==> src/rtl/pe_pkg.sv <==
`default_nettype none
// ============================================================================
// Module   : pe_pkg
// Purpose  : Shared types, defaults and the round-robin pick helper used by
//            the processing-element result collector.
// Revision : 1.0 - initial release
// ============================================================================
package pe_pkg;

    localparam int PE_DATA_W   = 32;
    localparam int RR_MAX_REQ  = 32;

    typedef enum logic [2:0] {
        IDLE = 3'd0,
        SCAN = 3'd1,
        READ = 3'd2,
        CAPT = 3'd3,
        HOLD = 3'd4,
        FIN  = 3'd5
    } collector_state_t;

    // First requester at or above ptr, wrapping modulo n; -1 when none.
    // Walks downward so the lowest rotated position overwrites last and wins.
    function automatic int rr_pick(input int ptr, input logic [RR_MAX_REQ-1:0] req,
                                   input int n);
        int idx;
        int pick_idx;
        pick_idx = -1;
        for (int i = RR_MAX_REQ - 1; i >= 0; i--) begin
            if (i < n) begin
                idx = ptr + i;
                if (idx >= n) begin
                    idx = idx - n;
                end
                if (req[idx]) begin
                    pick_idx = idx;
                end
            end
        end
        return pick_idx;
    endfunction

endpackage
`default_nettype wire

==> src/rtl/pe_result_collector_rr_arbiter.sv <==
`default_nettype none
// ============================================================================
// Module   : rr_arbiter
// Purpose  : Combinational rotate-priority pick over NUM_PE requests,
//            starting at ptr. Returns the winning index and a found flag.
// Revision : 1.0 - initial release
// ============================================================================
module rr_arbiter
    import pe_pkg::*;
#(
    parameter int NUM_PE = 4,
    parameter int IDX_W  = 2
) (
    input  logic [IDX_W-1:0]  ptr,
    input  logic [NUM_PE-1:0] req,
    output logic [IDX_W-1:0]  pick,
    output logic              found
);

    logic [RR_MAX_REQ-1:0] w_req_ext;
    int                    w_pick_int;

    always_comb begin
        w_req_ext              = '0;
        w_req_ext[NUM_PE-1:0]  = req;
        w_pick_int             = rr_pick(int'(ptr), w_req_ext, NUM_PE);
        found                  = (w_pick_int >= 0);
        pick                   = found ? IDX_W'(w_pick_int) : '0;
    end

endmodule
`default_nettype wire

==> src/rtl/pe_result_collector.sv <==
`default_nettype none
// ============================================================================
// Module   : pe_result_collector
// Purpose  : Round-robin drain of NUM_PE PE output FIFOs onto one valid/ready
//            stream tagged with source PE and sequence number; pulses done
//            after the programmed number of results. Optional running
//            checksum output enabled by COLLECTOR_CHECKSUM_EN.
// Revision : 1.0 - initial release
// ============================================================================
module pe_result_collector
    import pe_pkg::*;
#(
    parameter int NUM_PE = 4,
    parameter int DATA_W = PE_DATA_W,
    parameter int CNT_W  = 32,
    localparam int IDX_W = (NUM_PE > 1) ? $clog2(NUM_PE) : 1
) (
    input  logic                     clk,
    input  logic                     rst,
    input  logic                     start,
    input  logic [CNT_W-1:0]         total,
    input  logic [NUM_PE-1:0]        pe_empty,
    input  logic [NUM_PE*DATA_W-1:0] pe_data,
    output logic [NUM_PE-1:0]        pe_read,
    output logic                     out_valid,
    input  logic                     out_ready,
    output logic [DATA_W-1:0]        out_data,
    output logic [IDX_W-1:0]         out_pe_idx,
    output logic [CNT_W-1:0]         out_seq,
    output logic                     busy,
    output logic                     done
`ifdef COLLECTOR_CHECKSUM_EN
    ,
    output logic [DATA_W-1:0]        checksum
`endif
);

    collector_state_t  r_state;
    collector_state_t  w_state_next;
    logic [CNT_W-1:0]  r_total;
    logic [CNT_W-1:0]  r_seq;
    logic [IDX_W-1:0]  r_ptr;
    logic [IDX_W-1:0]  r_sel;
    logic [DATA_W-1:0] r_out_data;
    logic [IDX_W-1:0]  r_out_pe_idx;
    logic [IDX_W-1:0]  w_pick;
    logic              w_found;
    logic              w_xfer;
    logic [CNT_W-1:0]  w_seq_inc;
    logic [IDX_W-1:0]  w_ptr_next;

    rr_arbiter #(
        .NUM_PE (NUM_PE),
        .IDX_W  (IDX_W)
    ) u_rr_arbiter (
        .ptr   (r_ptr),
        .req   (~pe_empty),
        .pick  (w_pick),
        .found (w_found)
    );

    assign w_xfer     = (r_state == HOLD) && out_ready;
    assign w_seq_inc  = r_seq + 1'b1;
    // The PE just served drops to lowest priority on the next scan.
    assign w_ptr_next = (r_sel == IDX_W'(NUM_PE - 1)) ? '0 : r_sel + 1'b1;

    always_ff @(posedge clk) begin
        if (rst) begin
            r_state <= IDLE;
        end else begin
            r_state <= w_state_next;
        end
    end

    always_comb begin
        w_state_next = r_state;
        case (r_state)
            IDLE: if (start) w_state_next = (total == '0) ? FIN : SCAN;
            SCAN: if (w_found) w_state_next = READ;
            READ: w_state_next = CAPT;
            CAPT: w_state_next = HOLD;
            HOLD: if (w_xfer) w_state_next = (w_seq_inc == r_total) ? FIN : SCAN;
            FIN:  w_state_next = IDLE;
            default: w_state_next = IDLE;
        endcase
    end

    always_comb begin
        pe_read   = '0;
        out_valid = (r_state == HOLD);
        busy      = (r_state != IDLE);
        done      = (r_state == FIN);
        if (r_state == READ) begin
            pe_read[r_sel] = 1'b1;
        end
    end

    // FIFO read data arrives the cycle after the strobe, i.e. during CAPT.
    always_ff @(posedge clk) begin
        if (rst) begin
            r_total      <= '0;
            r_seq        <= '0;
            r_ptr        <= '0;
            r_sel        <= '0;
            r_out_data   <= '0;
            r_out_pe_idx <= '0;
        end else begin
            if ((r_state == IDLE) && start) begin
                r_total <= total;
                r_seq   <= '0;
            end
            if ((r_state == SCAN) && w_found) begin
                r_sel <= w_pick;
            end
            if (r_state == CAPT) begin
                r_out_data   <= pe_data[int'(r_sel) * DATA_W +: DATA_W];
                r_out_pe_idx <= r_sel;
            end
            if (w_xfer) begin
                r_seq <= w_seq_inc;
                r_ptr <= w_ptr_next;
            end
        end
    end

`ifdef COLLECTOR_CHECKSUM_EN
    logic [DATA_W-1:0] r_checksum;

    always_ff @(posedge clk) begin
        if (rst) begin
            r_checksum <= '0;
        end else if ((r_state == IDLE) && start) begin
            r_checksum <= '0;
        end else if (w_xfer) begin
            r_checksum <= r_checksum + r_out_data;
        end
    end

    assign checksum = r_checksum;
`endif

    assign out_data   = r_out_data;
    assign out_pe_idx = r_out_pe_idx;
    assign out_seq    = r_seq;

endmodule
`default_nettype wire
==> config.mk <==
export PLATFORM = sky130hd
export DESIGN_NAME = pe_result_collector
export DESIGN_NICKNAME = d
export VERILOG_FILES = /design/src/rtl/pe_pkg.sv /design/src/rtl/pe_result_collector_rr_arbiter.sv /design/src/rtl/pe_result_collector.sv
export SDC_FILE = /design/constraint.sdc
export NUM_CORES = 1
export LEC_CHECK = 0
export ABC_CLOCK_PERIOD_IN_PS = 3600
export CAP_MARGIN = 20
export CORE_ASPECT_RATIO = 1.2
export CORE_MARGIN = 1
export CORE_UTILIZATION = 34
export CTS_CLUSTER_SIZE = 28
export DETAILED_ROUTE_END_ITERATION = 7
export PLACE_DENSITY = 0.71
export SYNTH_ARGS = -nofsm -noshare
export SYNTH_HDL_FRONTEND = slang
export SYNTH_SLANG_ARGS = --single-unit
==> constraint.sdc <==
create_clock -name clk -period 3.6 [get_ports clk]
set_input_delay 1.08 -clock clk [delete_from_list [all_inputs] [get_ports clk]]
set_output_delay 1.08 -clock clk [all_outputs]
set_load 0.01 [all_outputs]
Word level (Yosys, flattened, before mapping). Index checks and enable logic that the tools add are counted.

Add/subtract/negate cells: 9. Magnitude comparators: 11. Equal/unequal tests: 10. Shift-type cells: 1. Mux-type cells: 33. Bitwise operators: 1. Reductions and logical operators: 9.

Operator list (number): $mux W32 (10); $lt A32 B7 Y1 const B (4); $shiftx A128 B8 Y32 (1); $ge A32 B4 Y1 const B (3); $sub A32 B4 Y32 const B (3); $add A32 B1 Y32 const B (1); $eq A32 B32 Y1 (1); $ge A32 B1 Y1 const B (1); $logic_not A32 Y1 (1); $bmux W1 S5 (4); $mux W3 (5); $pmux W3 S5 (1); $mux W1 (9); $add A2 B2 Y3 const B (2); $eq A3 B2 Y1 const B (2); $eq A3 B3 Y1 const B (2); $logic_and A1 B1 Y1 (4); $mux W2 (2); $mux W4 (1); $ne A2 B2 Y1 const B (2); $not A4 Y4 (1); $sub A2 B3 Y4 const B (1); $add A2 B1 Y3 const B (1); $eq A3 B1 Y1 const B (1); other kinds (11) (11).

Register bits: 105. Input bits: 168. Word-level logic and storage cells: 81.

Logic depth before layout (Yosys ltp).
Depth after elaboration: 13. Mapped depth: 10. Depth with buffers taken out: 9.

Modules after synthesis. A second synthesis with hierarchy kept.

Cells, all modules: 800. Area, all modules: 6454.9 sq um.

Modules (own cells, without submodules): pe_result_collector (instances 1, cells each 764, area each 6168.4 sq um); rr_arbiter (instances 1, cells each 36, area each 286.5 sq um).

Worst setup path after synthesis. No wires, ideal clock.

Path kind: input port to flip-flop. From: in pe_empty[3]. To: reg r_sel[1]. Library setup time: 91 ps. Arrival time: 2957 ps. Data required time: 3509 ps. Path slack: 552 ps. Stages on the path: 7. Cell sequence: nor2b_1 a2111oi_0 nor4_1 a311oi_1 and2_1 nor2_1 a311oi_1.

Cells in the longest elaborated chain, start to end: 10. Elaborated cells between the ends (all ways): 20.

RTL lines: from (decl) (line pe_result_collector.sv:22) `input logic [NUM_PE-1:0] pe_empty,`; $not A4 Y4 * (line pe_result_collector.sv:57) `.req (~pe_empty),`; $bmux W1 S5 (line pe_pkg.sv:35) `if (req[idx]) begin`; $mux W1 (not written as such) (2 in a row) (line pe_pkg.sv:35); $mux W32 (3 in a row) (line pe_pkg.sv:35); $mux W32 * (line pe_pkg.sv:35); $ge A32 B1 Y1 (line pe_result_collector_rr_arbiter.sv:27) `found = (w_pick_int >= 0);`; $mux W2 / $logic_and A1 B1 Y1 (equally long branches) (line pe_result_collector_rr_arbiter.sv:28, pe_result_collector.sv:112); to (signal assigned) (line pe_result_collector.sv:113) `r_sel <= w_pick;`; to (decl) (line pe_result_collector.sv:43) `logic [IDX_W-1:0] r_sel;`.

Mark *: on every way between the ends. The rest lies on a longest branch, timed or not. The select of a mux whose other input is x is not followed. A chain may end at the register's enable or synchronous reset.

Worst setup path in the final report.
From: reg r_seq[1], in the netlist out_seq[1]. To: reg r_state[2].

Cells in the longest elaborated chain, start to end: 5.

RTL lines: from (decl) (line pe_result_collector.sv:41) `logic [CNT_W-1:0] r_seq;`; from (signal assigned) (line pe_result_collector.sv:120) `r_seq <= w_seq_inc;`; $add A32 B1 Y32 (line pe_result_collector.sv:63) `assign w_seq_inc = r_seq + 1'b1;`; $eq A32 B32 Y1 (line pe_result_collector.sv:82) `HOLD: if (w_xfer) w_state_next = (w_seq_inc == r_total) ? FIN : SCAN;`; $mux W3 (2 in a row) (line pe_result_collector.sv:82); $pmux W3 S5 (line pe_result_collector.sv:77) `case (r_state)`; to (signal assigned) (line pe_result_collector.sv:71) `r_state <= w_state_next;`; to (decl) (line pe_result_collector.sv:38) `collector_state_t r_state;`.

No other way between the ends. The select of a mux whose other input is x is not followed.

==> results by group <==
Power and ir drop
  – VDD IR max: 220 uV
  – Power Density: 340 nW/um2
  – Leak: 3.18 nW

Clock tree
  – CTS resizes: 0
  – CTS max path bufs: 2
  – Post-CTS setup buffers: 0
  – H-Tree Depth: 3
  – Clock-pin transition on the worst setup and hold timing paths: 0.08 ns
  – Clk root buf: clkbuf_16
  – Clock sink total: 105
  – CTS tree: done
  – Later-pin clock latency in the skew report: 0.36 ns
  – Hold_buf cts: 0
  – TritonCTS buffer count: 9

Cells and area
  – Fillers: 1736
  – Diode count: 0
  – Nets: 1190
  – Share of layout cells above drive strength 1: 8.27%
  – Syn-to-layout area delta: 45.9%
  – Fin area: 9280 um2
  – Final Non-Filler Cells: 1240
  – Post-Route Utilization: 50.9%

Detailed routing
  – Final ANT Viol Nets: 0
  – Wire length per cell: 17.9 um
  – DR DRC count: 0
  – Vias per cell: 5.51
  – DR pass1 iterations: 5
  – WL final: 22200 um
  – Vias: 6830
  – First-iteration detailed-routing DRC count: 594

Global route
  – Global-route wire length before repair: 34900 um
  – Vias in the first global route: 6575
  – Largest net degree at the start of global routing: 70
  – Total gr overflow: 0
  – Overall routing resource usage: 23.3%
  – Initial antenna violation count: 0

Critical path
  – CP arrival: 3.44 ns
  – Worst setup path end: r_state[2]
  – Worst R2R Setup Slack: 0.46 ns
  – WP data required: 3.90 ns
  – Reg-to-Reg End: r_state[2]
  – Worst Setup Start Kind: flop
  – Reg2reg path depth: 8
  – CP Class: flop to flop
  – Worst-path maximum fanout: 9
  – Setup crit start: out_seq[1]
  – Worst r2r src: out_seq[1]
  – Worst setup EP type: flop

Timing
  – Count of final setup violators: 0
  – Fin crit share: 87.3%
  – Slew @ Worst Pin: 0.772 ns
  – Max-Slew Margin vs Limit: 48.6%
  – Final hold slack: 0.453 ns
  – Fmax: 318 MHz
  – RSZ-0062 raised after global routing: no
  – Worst Skew: 0.00970 ns
  – Final TNS setup: 0 ns
  – Final hold viol count: 0
  – Crit path time final: 3.14 ns
  – Final Slew Violations: 0

Synth
  – Yosys top cell area share: 33.1%
  – Cell variety after synth: 60
  – Number of flops mapped to enable cells by yosys: 0
  – Syn Area/Cell: 7.99 um2
  – Top_reg_cell synth: dfxtp_1
  – Post-synth ARST share: 0%
  – Yosys warning total: 0
  – Syn_nets: 974
  – Synth area leaders: dfxtp_1 33%, mux4_2 11%, nand2_1 10%
  – Yosys reg bits: 105
  – Register area share after synthesis: 33.1%
  – Synth top cells by count: 173 x nand2_1, 109 x a21oi_1, 105 x dfxtp_1
  – Leading area contributor after synthesis: dfxtp_1
  – Post-Synthesis Cells: 796
  – Synth Cell Area: 6360 um2
  – Most frequent cell after synthesis: nand2_1

Placement
  – RD Place Congestion: 0.968
  – Estimated wirelength of the detail-placed design: 17100 um
  – Placed Instance Area: 8990 um2
  – Buffers added on ports: 240
  – Dpl cells: 1225

Floorplanning
  – Rows: 54
  – I/O Pins: 241
  – Die Footprint: 19300 um2
  – Core Box Area: 18200 um2
  – DIE HEIGHT: 152 um
  – Initial core utilization: 34.9%
  – Chip Width: 127 um

Hold path
  – Worst min path class: flop to flop

Run status
  – Status: finished, final reports clean

Flow run
  – Count of max-cap constraint violations: 0
power breakdown:
part           internal (mW)  switching [mW]  total, mW  leakage [nW]
registers               1.23          0.0599       1.29         0.852
clock network          0.537           0.455      0.991         0.139
logic                  0.475           0.397      0.872          2.19
metrics by stage:
stage / total power [mW] / worst slack, ns
after global routing: 3.32 / 0.291
after CTS: 3.19 / 0.421
after global placement: 2.18 / 0.336
after detailed placement: 2.19 / 0.271
final: 3.15 / 0.459
after floorplan: 1.80 / 0.552
metal layers:
metal	vias to the layer above	routed length, um	track usage (%)	share of wire [%]
met5	-	0	0	0
met4	0	810	10.9	3.7
met3	53	1890	5.63	8.5
met2	321	10900	39.8	49
met1	3188	8580	27.4	39
li1	3268	-	-	-
sequential cells by signal, summed over array words and instances, names as in the netlist:
name and count:
out_seq 32, r_state 3, r_total 32, out_pe_idx 2, r_ptr 2, out_data 32, r_sel 2
final cells by class:
type | instances | area (um2) | share of cell area [%]
Multi-Input combinational cell | 623 | 3990 | 43.0
Timing Repair Buffer | 265 | 2590 | 27.9
Sequential cell | 105 | 2100 | 22.7
Tap cell | 224 | 280 | 3.02
Clock buffer | 10 | 229 | 2.47
Clock inverter | 5 | 56.3 | 0.607
Inverter | 8 | 30.0 | 0.324
cells in the final DEF (no fill, tap or decap), types with 24 or more instances in the layout:
cell type	synthesis	layout
clkdlybuf4s50_1	0	239
nand2_1	173	173
a21oi_1	109	109
dfxtp_1	105	103
nor2_1	42	42
o21ai_0	36	36
mux4_2	32	32
xnor2_1	32	32
buf_4	0	26
nor3_1	24	24
cells by family after synthesis:
kind of cell	count (synthesis)	synth area share (%)
multiplexers	37	12.2
adder cells (fa/ha/maj)	10	1.97
flip-flops	105	33.1
AO/OA/AOI/OAI	180	15.9
AND/OR/NAND/NOR	350	26.4
buffers and inverters	68	4.15
XOR/XNOR	46	6.34
critical path, stage by stage, from the launching register on:
cell and delay (ns):
dfxtp_1 0.43, ha_1 0.32, nand3_4 0.15, or3_1 0.40
a221o_1 0.33, or4_1 0.56, or4b_1 0.56, nor4_2 0.15
a31o_1 0.18
worst min-delay path by stage:
stage,from,to,cells past startpoint
3_3_place_gp,out_data[18],out_data[18],2
4_1_cts,out_data[18],out_data[18],2
3_5_place_dp,out_data[18],out_data[18],2
6_report,out_data[18],out_data[18],2
5_1_grt,out_data[18],out_data[18],2
2_1_floorplan,r_total[26],r_total[26],2
Note: power is estimated with default switching activity, not from simulation.
